### config.mk
export PLATFORM = sky130hd
export DESIGN_NAME = sigmoid_sched_flat
export DESIGN_NICKNAME = d
export VERILOG_FILES = /design/src/rtl/sigmoid_sched_pkg.sv /design/src/rtl/sigmoid_sched_if.sv /design/src/rtl/sigmoid_sched_rr_arbiter.sv /design/src/rtl/sigmoid_sched.sv /design/src/flat_wrapper.sv
export SDC_FILE = /design/constraint.sdc
export NUM_CORES = 1
export LEC_CHECK = 0
export CORE_MARGIN = 5
export CORE_UTILIZATION = 45
export DETAILED_ROUTE_END_ITERATION = 12
export PLACE_DENSITY_LB_ADDON = 0.3
export SYNTH_ARGS = -nofsm -noshare
export SYNTH_HDL_FRONTEND = slang
export SYNTH_SLANG_ARGS = --single-unit
### constraint.sdc
create_clock -name clk -period 4.5 [get_ports clk]
set_clock_uncertainty 0.2 [all_clocks]
set_input_delay 0.9 -clock clk [delete_from_list [all_inputs] [get_ports clk]]
set_output_delay 0.9 -clock clk [all_outputs]
set_load 0.02 [all_outputs]
### src/rtl/sigmoid_sched_pkg.sv
// Shared definitions for the sigmoid scheduler and other users of the shared activation pipe.
// Holds default sizes, the tag-width helper and the default tag-pipe entry type.
package sigmoid_pkg;
  localparam int FP_W        = 32;
  localparam int SIG_LAT_DEF = 4;
  localparam int NUM_REQ_DEF = 4;

  function automatic int tag_w(input int n);
    return (n > 2) ? $clog2(n) : 1;
  endfunction

  localparam int TAG_W_DEF = tag_w(NUM_REQ_DEF);

  typedef struct packed {
    logic                 v;
    logic [TAG_W_DEF-1:0] tag;
  } tag_ent_t;
endpackage

### src/rtl/sigmoid_sched_if.sv
// Requester / activation-unit / response bundle of the sigmoid scheduler.
// master = requester and activation side, slave = the scheduler.
interface sigmoid_sched_if
  import sigmoid_pkg::*;
#(
  parameter int NUM_REQ = NUM_REQ_DEF,
  parameter int DATA_W  = FP_W
);
  logic [NUM_REQ-1:0]        req_valid;
  logic [NUM_REQ*DATA_W-1:0] req_data;
  logic [NUM_REQ-1:0]        req_ready;
  logic [NUM_REQ-1:0]        req_mask;
  logic                      sig_valid_in;
  logic [DATA_W-1:0]         sig_x;
  logic                      sig_valid_out;
  logic [DATA_W-1:0]         sig_f_x;
  logic [NUM_REQ-1:0]        resp_valid;
  logic [DATA_W-1:0]         resp_data;

  modport master (
    output req_valid, req_data, req_mask, sig_valid_out, sig_f_x,
    input  req_ready, sig_valid_in, sig_x, resp_valid, resp_data
  );

  modport slave (
    input  req_valid, req_data, req_mask, sig_valid_out, sig_f_x,
    output req_ready, sig_valid_in, sig_x, resp_valid, resp_data
  );
endinterface

### src/rtl/sigmoid_sched_rr_arbiter.sv
// Combinational round-robin arbiter: search starts one past i_ptr and wraps modulo NUM_REQ.
// Reusable by any shared activation unit.
module rr_arbiter
  import sigmoid_pkg::*;
#(
  parameter  int NUM_REQ = NUM_REQ_DEF,
  localparam int TAG_W   = tag_w(NUM_REQ)
) (
  input  logic [NUM_REQ-1:0] i_req,
  input  logic [TAG_W-1:0]   i_ptr,
  output logic [NUM_REQ-1:0] o_gnt,
  output logic [TAG_W-1:0]   o_gnt_idx,
  output logic               o_any
);
  logic [TAG_W-1:0] w_idx;
  logic             w_hit;
  logic             w_found;

  // first eligible requester after the pointer wins
  always_comb begin
    o_gnt     = '0;
    o_gnt_idx = '0;
    w_found   = 1'b0;
    w_idx     = '0;
    w_hit     = 1'b0;
    for (int k = 1; k <= NUM_REQ; k++) begin
      w_idx        = TAG_W'((int'(i_ptr) + k) % NUM_REQ);
      w_hit        = ~w_found & i_req[w_idx];
      o_gnt[w_idx] = w_hit;
      o_gnt_idx    = w_hit ? w_idx : o_gnt_idx;
      w_found      = w_found | w_hit;
    end
  end

  assign o_any = w_found;
endmodule

### src/rtl/sigmoid_sched.sv
// Round-robin scheduler sharing one fixed-latency sigmoid pipe between NUM_REQ requesters.
// Define SIGM_SCHED_PERF_EN to add the perf_issued / perf_stall saturating counters.
module sigmoid_sched
  import sigmoid_pkg::*;
#(
  parameter int NUM_REQ = NUM_REQ_DEF,
  parameter int DATA_W  = FP_W,
  parameter int SIG_LAT = SIG_LAT_DEF
) (
  input  logic           clk,
  input  logic           resetn,
  sigmoid_sched_if.slave bus,
  output logic           busy,
  output logic           err
`ifdef SIGM_SCHED_PERF_EN
  ,
  output logic [31:0]    perf_issued,
  output logic [31:0]    perf_stall
`endif
);
  localparam int TAG_W = tag_w(NUM_REQ);

  typedef struct packed {
    logic             v;
    logic [TAG_W-1:0] tag;
  } ent_t;

  logic [NUM_REQ-1:0] w_elig;
  logic [NUM_REQ-1:0] w_gnt;
  logic [TAG_W-1:0]   w_gnt_idx;
  logic               w_xfer;
  logic               w_inflight;
  ent_t               w_tail;

  logic [TAG_W-1:0]   r_ptr;
  logic [TAG_W-1:0]   r_tag;
  logic               r_sig_valid_in;
  logic [DATA_W-1:0]  r_sig_x;
  logic [NUM_REQ-1:0] r_resp_valid;
  logic [DATA_W-1:0]  r_resp_data;
  logic               r_err;
  ent_t               r_pipe [SIG_LAT];

  assign w_elig = bus.req_valid & bus.req_mask;

  rr_arbiter #(.NUM_REQ(NUM_REQ)) u_arb (
    .i_req     (w_elig),
    .i_ptr     (r_ptr),
    .o_gnt     (w_gnt),
    .o_gnt_idx (w_gnt_idx),
    .o_any     (w_xfer)
  );

  assign w_tail = r_pipe[SIG_LAT-1];

  // any valid entry in the tag pipe
  always_comb begin
    w_inflight = 1'b0;
    for (int i = 0; i < SIG_LAT; i++) begin
      w_inflight = w_inflight | r_pipe[i].v;
    end
  end

  // issue, tag tracking, response routing and sticky error
  always_ff @(posedge clk or negedge resetn) begin
    if (!resetn) begin
      r_ptr          <= TAG_W'(NUM_REQ - 1);
      r_tag          <= '0;
      r_sig_valid_in <= 1'b0;
      r_sig_x        <= '0;
      r_resp_valid   <= '0;
      r_resp_data    <= '0;
      r_err          <= 1'b0;
      for (int i = 0; i < SIG_LAT; i++) begin
        r_pipe[i] <= '0;
      end
    end else begin
      r_sig_valid_in <= w_xfer;
      if (w_xfer) begin
        r_ptr   <= w_gnt_idx;
        r_tag   <= w_gnt_idx;
        r_sig_x <= bus.req_data[int'(w_gnt_idx)*DATA_W +: DATA_W];
      end
      // head captures the op entering the sigmoid; tail lines up with sig_valid_out
      r_pipe[0] <= '{v: r_sig_valid_in, tag: r_tag};
      for (int i = 1; i < SIG_LAT; i++) begin
        r_pipe[i] <= r_pipe[i-1];
      end
      if (w_tail.v && bus.sig_valid_out) begin
        r_resp_valid <= {{(NUM_REQ-1){1'b0}}, 1'b1} << w_tail.tag;
        r_resp_data  <= bus.sig_f_x;
      end else begin
        r_resp_valid <= '0;
      end
      if (w_tail.v != bus.sig_valid_out) begin
        r_err <= 1'b1;
      end
    end
  end

  assign bus.req_ready    = w_gnt;
  assign bus.sig_valid_in = r_sig_valid_in;
  assign bus.sig_x        = r_sig_x;
  assign bus.resp_valid   = r_resp_valid;
  assign bus.resp_data    = r_resp_data;
  assign busy             = r_sig_valid_in | w_inflight;
  assign err              = r_err;

`ifdef SIGM_SCHED_PERF_EN
  logic        w_multi;
  logic [31:0] r_perf_issued;
  logic [31:0] r_perf_stall;

  assign w_multi = |(w_elig & (w_elig - {{(NUM_REQ-1){1'b0}}, 1'b1}));

  // saturating transfer and contention counters
  always_ff @(posedge clk or negedge resetn) begin
    if (!resetn) begin
      r_perf_issued <= 32'd0;
      r_perf_stall  <= 32'd0;
    end else begin
      if (w_xfer && (r_perf_issued != 32'hFFFF_FFFF)) begin
        r_perf_issued <= r_perf_issued + 32'd1;
      end
      if (w_multi && (r_perf_stall != 32'hFFFF_FFFF)) begin
        r_perf_stall <= r_perf_stall + 32'd1;
      end
    end
  end

  assign perf_issued = r_perf_issued;
  assign perf_stall  = r_perf_stall;
`endif
endmodule
### src/flat_wrapper.sv
// flat-port wrapper written by rule: the top's interface ports become plain ports
module sigmoid_sched_flat import sigmoid_pkg::*;
#(
  parameter int NUM_REQ = NUM_REQ_DEF,
  parameter int DATA_W  = FP_W,
  parameter int SIG_LAT = SIG_LAT_DEF
)
  (clk, resetn, busy, err, bus_req_valid, bus_req_data, bus_req_mask, bus_sig_valid_out, bus_sig_f_x, bus_req_ready, bus_sig_valid_in, bus_sig_x, bus_resp_valid, bus_resp_data);
  sigmoid_sched_if #(.NUM_REQ(NUM_REQ), .DATA_W(DATA_W)) bus_i ();
  input  logic clk;
  input  logic resetn;
  output logic busy;
  output logic err;
  input wire logic [$bits(bus_i.req_valid)-1:0] bus_req_valid;
  input wire logic [$bits(bus_i.req_data)-1:0] bus_req_data;
  input wire logic [$bits(bus_i.req_mask)-1:0] bus_req_mask;
  input wire logic [$bits(bus_i.sig_valid_out)-1:0] bus_sig_valid_out;
  input wire logic [$bits(bus_i.sig_f_x)-1:0] bus_sig_f_x;
  output wire logic [$bits(bus_i.req_ready)-1:0] bus_req_ready;
  output wire logic [$bits(bus_i.sig_valid_in)-1:0] bus_sig_valid_in;
  output wire logic [$bits(bus_i.sig_x)-1:0] bus_sig_x;
  output wire logic [$bits(bus_i.resp_valid)-1:0] bus_resp_valid;
  output wire logic [$bits(bus_i.resp_data)-1:0] bus_resp_data;
  assign bus_i.req_valid = bus_req_valid;
  assign bus_i.req_data = bus_req_data;
  assign bus_i.req_mask = bus_req_mask;
  assign bus_i.sig_valid_out = bus_sig_valid_out;
  assign bus_i.sig_f_x = bus_sig_f_x;
  assign bus_req_ready = bus_i.req_ready;
  assign bus_sig_valid_in = bus_i.sig_valid_in;
  assign bus_sig_x = bus_i.sig_x;
  assign bus_resp_valid = bus_i.resp_valid;
  assign bus_resp_data = bus_i.resp_data;
  sigmoid_sched #(.NUM_REQ(NUM_REQ), .DATA_W(DATA_W), .SIG_LAT(SIG_LAT)) u_core (.clk(clk), .resetn(resetn), .bus(bus_i), .busy(busy), .err(err));
endmodule
==> results of run 1 <==
==> through the flow <==
stage / util, % / power, mW / setup WS, ps / hold slack (ps)
final: 67.6 / 5.09 / 137 / 149
after global routing: 67.6 / 5.40 / 14.3 / 170
after CTS: 67.6 / 5.09 / 213 / 150
after detailed placement: 65.4 / 4.34 / 54.1 / 136
after global placement: 65.4 / 4.24 / 136 / 132
after floorplan: - / 3.26 / 24.4 / 131
==> logic make-up (layout without fill, tap and decap cells) <==
group	count (synthesis)	after routing	synth area share, %
fa+ha+maj	5	5	1.01
flops	86	86	34.8
buf+inv	70	280	5.16
simple gates	302	302	25.5
mux	75	75	13.6
xor+xnor	1	1	0.142
compound gates	127	127	19.7
==> worst paths after layout <==
kind                                             to  cells after the start
setup / recovery                   bus_req_ready[0]                      9
hold / removal                     u_core.r_pipe[4]                      0
setup reg to reg                u_core.bus.sig_x[5]                      8
hold reg to reg                    u_core.r_pipe[4]                      0
max in group asynchronous  u_core.bus.resp_data[14]                      1
min in group asynchronous       u_core.bus.sig_x[6]                      1
==> per-layer routing <==
| metal | vias up | GRT usage [%] | share of wire (%) |
|---|---|---|---|
| met1 | 3061 | 32.7 | 40 |
| met2 | 356 | 43.8 | 48 |
| li1 | 2913 | - | - |
| met4 | 0 | 10.9 | 3.6 |
| met5 | - | 0 | 0 |
| met3 | 61 | 4.67 | 8.0 |
==> area by class of cell <==
class	count	area [um^2]	area share, %
Timing Repair Buffer	261	2580	28.5
Clock buffer	10	229	2.54
Clock inverter	5	60.1	0.665
Tap cell	176	220	2.44
Multi-Input combinational cell	510	3770	41.7
Sequential cell	86	2160	23.9
Inverter	4	16.3	0.180
==> flip-flops by register name, summed over array words and instances (netlist names) <==
signal and count:
u_core.r_tag 2, u_core.err 1, u_core.bus.resp_data 32, u_core.bus.resp_valid 4
u_core.r_ptr 2, u_core.r_pipe 12, u_core.bus.sig_x 32, u_core.bus.sig_valid_in 1
==> placed cells by master, fill, tap and decap left out, drive strengths merged, types with 4 or more instances in the layout <==
cell type	instances
clkdlybuf4s50	240
nand2	142
nor3	98
dfrtp	84
mux2	63
a211oi	33
nor4	32
a22oi	31
o32ai	31
buf	17
mux2i	11
clkbuf	10
nand3	9
o21ai	9
nor2	7
a21oi	6
ha	5
and2	4
dlygate4sd2	4
inv	4
==> worst reg2reg max path: stages (launching register included) <==
cell and delay [ps]:
dfstp_4 620, buf_4 620, a221oi_1 230, nand3_1 220, and3_1 520, buf_4 420
a22oi_1 160, nor3_1 360, nor4_1 90
==> report_power, final <==
part	total, mW	switching [mW]	internal, mW
logic	3.13	1.79	1.34
registers	1.22	0.187	1.03
clock network	0.740	0.310	0.429
==> flow_summary.yaml, run 1 <==
cts:
  post_cts_resize_count: 5
  cts_setup_buffers: 0
  clockBufferDepth: 2
  clkLatencyLatePin_ps: 340
  path_clk_slew_ps: 70
  cts_tree: "done"
  numCtsBuffers: 9
  cts_root_buffer: "clkbuf_16"
  cts.sinks: 86
  cts.htree.levels: 3
  ctsHoldBuffers: 0
floorplanning:
  dieHeight_um: 127
  start_util_pct: 46.3
  chipWidth_um: 127
  core-area_um2: 13300
  die-area_um2: 16200
  ios: 246
  core.rowCount: 42
yosys:
  synth_cells: 666
  synth_top_area_share_pct: 34.0
  dominantRegCellSynth: "dfrtp_1"
  ys_warn_count: 0
  ys_seq_area_share_pct: 34.8
  yosys.cell_count.top_type: "nand2_1"
  yosysTopAreaCell: "dfrtp_1"
  synth_area_um2: 6180
  synthTopCellsByCount: "nand2_1 (142), nor3_1 (98), dfrtp_1 (84)"
  yosys_register_bits: 86
  synthArstFlopShare_pct: 100
  netlist-cell-type-count: 47
  synth_area_per_cell_um2: 9.29
  synth-edff-count: 0
  synth_area_leaders: "dfrtp_1 (34%), mux2_2 (11%), nand2_1 (8.6%)"
  synthesis.nets: 842
place:
  dp_hpwl_um: 15000
  place_area_um2: 8730
  dpl.cell_count: 1037
  gp_congestion: 0.903
  port_buffers: 245
hold_path:
  hold_path_class: "flip-flop to flip-flop"
  min_from: "u_core.r_pipe[7]"
pwr:
  leakage_nw: 3.39
  power_density_nw_per_um2: 564
  ir_drop_mv: 0.311
setup_path:
  critPathMaxFanout: 13
  r2r_start: "u_core.r_ptr[0]"
  path_cells: "inv_1 > ha_1 > buf_4 > or3_1 > a211o_1 > o21ai_0 > a21oi_1 > mux2i_2 > dlygate4sd2_1"
  endpoint_kind: "output pin"
  timing.critical_path.buf_inv: 3
  critPathRequiredTime_ps: 3400
  slowest_stage: "dfstp_2"
  cp-start-kind: "flip-flop"
  r2r_slack_ps: 930
  setup.worst_path.class: "flip-flop to output pin"
  cp_data_arrival_time_ps: 3260
  crit_start: "u_core.r_ptr[1]"
  path_delay_family: "buffers and inverters"
  crit_path_max_incr_delay_ps: 680
timing:
  max_freq_mhz: 229
  worst_slew_pin_slew_ps: 1110
  slew_violations: 0
  hold_viol_final: 0
  slew_headroom_pct: 26.3
  finalSetupViolCount: 0
  min_period_ps: 4360
  setup_tns_ps: 0
  rsz0062_at_grt: "no"
  finalCritPeriodShare_pct: 97.0
routing:
  final_antenna_net_count: 0
  drtPass1Iterations: 5
  drc_errors: 0
  viasPerCell: 6.08
  num_vias: 6391
  wl_um: 21400
  detail_route.wl_per_cell_um: 20.3
  drt_iter0_markers: 462
outcome:
  status: "finished, final reports clean"
global_route:
  grt_pass1_wl_um: 34200
  grt-ovfl-total: 0
  antenna_found_initial: 0
  grt_pass1_vias: 6513
  grt.total_usage_pct: 25.9
  grt_max_degree: 97
layout:
  finalNonFillerCells: 1052
  layout-drive-gt1-share_pct: 19.1
  nFillCells: 1054
  final_nets: 1048
  antenna_cells: 0
  fin_area_um2: 9030
  layout-area-overhead-vs-synth_pct: 46.0
flow_run:
  drv_cap: 0
No activity file was read; power rests on OpenSTA's default activity.
==> inputs of run 2 (changes only) <==
--- a/config.mk
+++ b/config.mk
@@ -7,6 +7,7 @@
 export LEC_CHECK = 0
 export CORE_MARGIN = 5
 export CORE_UTILIZATION = 45
+export CTS_CLUSTER_SIZE = 40
 export DETAILED_ROUTE_END_ITERATION = 12
 export PLACE_DENSITY_LB_ADDON = 0.3
 export SYNTH_ARGS = -nofsm -noshare
==> constraint.sdc (replaced) <==
create_clock -name clk -period 5 [get_ports clk]
set_clock_uncertainty 0.2 [all_clocks]
set_input_delay 1 -clock clk [delete_from_list [all_inputs] [get_ports clk]]
set_output_delay 1 -clock clk [all_outputs]
set_load 0.02 [all_outputs]
==> run 2 against run 1 <==
  * Core utilization increased by 0.094 points
  * Highest routed layer unchanged
  * Combinational power down 9.9%
  * First-iteration DRC count grew 6.3%
  * Hold slack about the same
  * Largest cell class unchanged
  * Via count is 0.67% higher
  * Die area stayed put
  * Final area is 0.14% higher
  * Non-clock buffer count down 2
  * Wire length up 1.5%
  * Sequential cell count unchanged
==> flow_summary.yaml, run 2 (synthesis results as in run 1) <==
timing:
  max_freq_mhz: 207
  rsz0062_at_grt: "no"
  min_period_ps: 4820
  hold_viol_final: 0
  worst_slew_pin_slew_ps: 1080
  setup_tns_ps: 0
  setup_slack_ps: 178
  slew_violations: 0
  slew_headroom_pct: 27.9
  finalSetupViolCount: 0
  finalCritPeriodShare_pct: 96.4
place:
  place_area_um2: 8700
  port_buffers: 245
  gp_congestion: 0.841
  dp_hpwl_um: 15200
  post-place-ws_ps: 360
  dpl.cell_count: 1035
pwr:
  p_sw_mw: 2.08
  combPwrFrac_pct: 60.5
  p_int_mw: 2.58
  power_frac_seq_pct: 23.4
  p_sw_share_pct: 44.6
  pwr-share-clk_pct: 16.1
  leakage_nw: 3.38
  power_density_nw_per_um2: 515
  ir_drop_mv: 0.232
  power_mw: 4.66
setup_path:
  critPathRequiredTime_ps: 3800
  critPathMaxFanout: 13
  cp_data_arrival_time_ps: 3620
  setup.worst_path.class: "flip-flop to output pin"
  endpoint_kind: "output pin"
  cp-start-kind: "flip-flop"
cts:
  path_clk_slew_ps: 70
  ctsHoldBuffers: 0
  cts.sinks: 86
  clkLatencyLatePin_ps: 350
  cts.htree.levels: 3
  cts_tree: "done"
  numCtsBuffers: 9
  clockBufferDepth: 2
  cts_root_buffer: "clkbuf_16"
layout:
  layout-area-overhead-vs-synth_pct: 46.2
  mostFrequentLayoutCell: "clkdlybuf4s50_1"
  fin_area_um2: 9040
  finalNonFillerCells: 1052
  layout_common_cells: "clkdlybuf4s50_1 (244), nand2_1 (142), nor3_1 (98)"
  final_nets: 1046
  layout-drive-gt1-share_pct: 18.9
global_route:
  grt_max_degree: 102
  grt-ovfl-total: 0
  grt_pass1_wl_um: 34600
  grt_pass1_vias: 6712
  grt.total_usage_pct: 26.2
  antenna_found_initial: 1
hold_path:
  hold_path_class: "flip-flop to flip-flop"
floorplanning:
  ios: 246
  core.rowCount: 42
  die-area_um2: 16200
  chipWidth_um: 127
  core-area_um2: 13300
  dieHeight_um: 127
  start_util_pct: 46.3
routing:
  num_vias: 6434
  detail_route.wl_per_cell_um: 20.6
  drt_iter0_markers: 491
  drtPass1Iterations: 8
  wl_um: 21700
  final_antenna_net_count: 0
  drc_errors: 0
  viasPerCell: 6.12
outcome:
  status: "finished, final reports clean"
flow_run:
  drv_cap: 0
[run 2: power groups by stage]
stage,clock (mW),combinational (mW),sequential (mW)
2_1_floorplan,0,1.65,1.28
3_3_place_gp,0,2.72,1.09
3_5_place_dp,0,2.80,1.10
4_1_cts,0.761,2.81,1.09
5_1_grt,0.792,3.03,1.11
6_report,0.751,2.82,1.09
[run 2: final timing paths]
| kind | start | to | slack, ps | depth (start not counted) |
|---|---|---|---|---|
| min in group asynchronous | resetn | u_core.bus.sig_x[5] | 440 | 1 |
| hold reg to reg | u_core.r_pipe[3] | u_core.r_pipe[0] | 150 | 0 |
| setup / recovery | u_core.r_ptr[1] | bus_req_ready[0] | 180 | 9 |
| max in group asynchronous | resetn | u_core.r_pipe[2] | 3100 | 2 |
| setup reg to reg | u_core.r_ptr[1] | u_core.bus.sig_x[3] | 960 | 10 |
| hold / removal | u_core.r_pipe[3] | u_core.r_pipe[0] | 150 | 0 |
[run 2: cell type report]
class / count / area (um^2)
inverters: 4 / 16.3
repair buffers: 259 / 2550
fillers: 1013 / 4310
clock buffers: 11 / 243
diodes: 1 / 2.50
flip-flops and latches: 86 / 2160
well taps: 176 / 220
multi-input cells: 510 / 3760
clock inverters: 5 / 82.6
[run 2: critical path, stage by stage, from the launching register on]
cell and delay, ps:
dfstp_2 670, inv_1 180, ha_1 460, and3_1 280, a2111oi_4 430, a31oi_4 80, a211oi_1 330, a21oi_1 70
mux2i_1 140, clkdlybuf4s50_1 630
[run 2: through the flow]
step	hold WS, ps	util (%)
6_report	148	67.7
4_1_cts	150	67.6
3_5_place_dp	135	65.2
5_1_grt	159	67.7
3_3_place_gp	133	65.2
2_1_floorplan	131	-
[run 2: what timing repair did]
item,in CTS,in global routing
endpoints found under the setup margin,0,1
gates resized for setup,0,1
setup buffers,0,0
[run 2: metal layers]
layer	vias to the layer above	wire length (um)	global-route usage, %
met4	0	647	12.5
met5	-	0	0
met2	383	10600	44.5
met3	48	1880	5.88
met1	3091	8530	31.4
li1	2912	-	-
==> inputs of run 3 (changes only) <==
--- a/config.mk
+++ b/config.mk
@@ -9,7 +9,7 @@
 export CORE_UTILIZATION = 45
 export CTS_CLUSTER_SIZE = 40
 export DETAILED_ROUTE_END_ITERATION = 12
-export PLACE_DENSITY_LB_ADDON = 0.3
+export PLACE_DENSITY_LB_ADDON = 0.05
 export SYNTH_ARGS = -nofsm -noshare
 export SYNTH_HDL_FRONTEND = slang
 export SYNTH_SLANG_ARGS = --single-unit
==> run 3 against run 2 <==
  * Sequential power about the same
  * Setup slack improved by 77 ps
  * Combinational power about the same
  * Global-route usage decreased by 0.61 points
  * Wire length decreased by 1.9%
  * Sequential cell count unchanged
  * First-iteration DRC count increased by 3.3%
  * Via count decreased by 0.64%
  * Register-to-register slack improved by 440 ps
  * Critical path depth unchanged
  * Non-clock buffer count increased by 1
==> flow_summary.yaml, run 3 (synthesis results as in run 1) <==
setup_path:
  crit_path_max_incr_delay_ps: 670
  timing.critical_path.buf_inv: 2
  critPathRequiredTime_ps: 3800
  cp-start-kind: "flip-flop"
  path_delay_family: "compound AO/OA/AOI/OAI gates"
  critPathMaxFanout: 13
  endpoint_kind: "output pin"
  slowest_stage: "dfstp_2"
  path_cells: "inv_1 > ha_2 > and3b_1 > a2111oi_4 > a31oi_4 > a211oi_1 > a21oi_1 > mux2i_1 > clkdlybuf4s50_1"
  cp_data_arrival_time_ps: 3540
  setup.worst_path.class: "flip-flop to output pin"
place:
  dp_hpwl_um: 15000
  port_buffers: 245
  gp_congestion: 0.837
global_route:
  grt_max_degree: 102
  grt.total_usage_pct: 25.6
  antenna_found_initial: 0
  grt_pass1_vias: 6443
  grt_pass1_wl_um: 33500
  grt-ovfl-total: 0
routing:
  detail_route.wl_per_cell_um: 20.2
  final_antenna_net_count: 0
  drt_iter0_markers: 507
  viasPerCell: 6.08
  wl_um: 21300
  drc_errors: 0
  drtPass1Iterations: 5
  num_vias: 6393
timing:
  hold_viol_final: 0
  slew_headroom_pct: 21.6
  max_freq_mhz: 211
  worst_slew_pin_slew_ps: 1180
  min_period_ps: 4740
  finalCritPeriodShare_pct: 94.9
  slew_violations: 0
  finalSetupViolCount: 0
pwr:
  ir_drop_mv: 0.437
  p_int_mw: 2.51
  power_frac_seq_pct: 23.8
  power_density_nw_per_um2: 505
  power_mw: 4.56
  pwr-share-clk_pct: 14.5
  p_sw_mw: 2.05
  combPwrFrac_pct: 61.7
  leakage_nw: 3.37
  p_sw_share_pct: 45.0
cts:
  clockBufferDepth: 2
  clkLatencyLatePin_ps: 340
  cts_root_buffer: "clkbuf_16"
  path_clk_slew_ps: 70
  numCtsBuffers: 9
  cts_tree: "done"
  cts.sinks: 86
  cts.htree.levels: 3
  ctsHoldBuffers: 0
floorplanning:
  core-area_um2: 13300
  ios: 246
  die-area_um2: 16200
  core.rowCount: 42
  dieHeight_um: 127
  chipWidth_um: 127
  start_util_pct: 46.3
layout:
  antenna_cells: 0
  mostFrequentLayoutCell: "clkdlybuf4s50_1"
  layout-area-overhead-vs-synth_pct: 45.8
  final_nets: 1047
  layout-drive-gt1-share_pct: 19.2
  nFillCells: 1055
  finalCoreUtilization_pct: 67.5
  layout_common_cells: "clkdlybuf4s50_1 (244), nand2_1 (142), nor3_1 (98)"
hold_path:
  hold_path_class: "flip-flop to flip-flop"
flow_run:
  drv_cap: 0
outcome:
  status: "finished, final reports clean"
run 3: area by class of cell:
type | count | area, um^2 | area share, %
clock buffers | 11 | 253 | 2.80
repair buffers | 260 | 2560 | 28.4
multi-input cells | 510 | 3770 | 41.8
flip-flops and latches | 86 | 2160 | 23.9
inverters | 4 | 16.3 | 0.180
clock inverters | 5 | 40.0 | 0.444
well taps | 176 | 220 | 2.44
run 3: per-layer routing:
layer	GRT usage [%]	part of all wire, %
met3	5.34	9.0
met2	41.6	48
met4	11.4	3.1
met1	32.9	40
met5	0	0
run 3: through the flow:
stage	setup slack (ps)	TNS, ps	hold slack, ps	instances	instance area, um^2
global placement	459	0	135	1036	8710
CTS	111	0	154	1052	9000
finish	255	0	150	1052	9020
detailed placement	332	0	136	1036	8710
global route	-2.67	-2.67	156	1052	9020
floorplan	371	0	131	666	6180
run 3: worst paths after layout:
check                                  from                  endpoint  slack [ps]  cells after the start
max                         u_core.r_ptr[1]          bus_req_ready[0]         260                      9
min                        u_core.r_pipe[7]          u_core.r_pipe[4]         150                      0
max reg2reg                 u_core.r_ptr[0]      u_core.bus.sig_x[15]        1400                      8
min reg2reg                u_core.r_pipe[7]          u_core.r_pipe[4]         150                      0
max in group asynchronous            resetn      u_core.bus.sig_x[25]        3110                      2
min in group asynchronous            resetn  u_core.bus.resp_data[29]         460                      1
run 3: power groups by stage:
stage	clock network, mW	logic, mW	registers (mW)
after floorplan	0	1.65	1.28
after global placement	0	2.73	1.09
final	0.661	2.81	1.08
after global routing	0.702	3.03	1.11
after CTS	0.677	2.81	1.08
after detailed placement	0	2.80	1.09
run 3: timing repair:
action | CTS | global route
setup buffers | 0 | 0
endpoints found under the setup margin | 0 | 4
resized for setup | 0 | 2
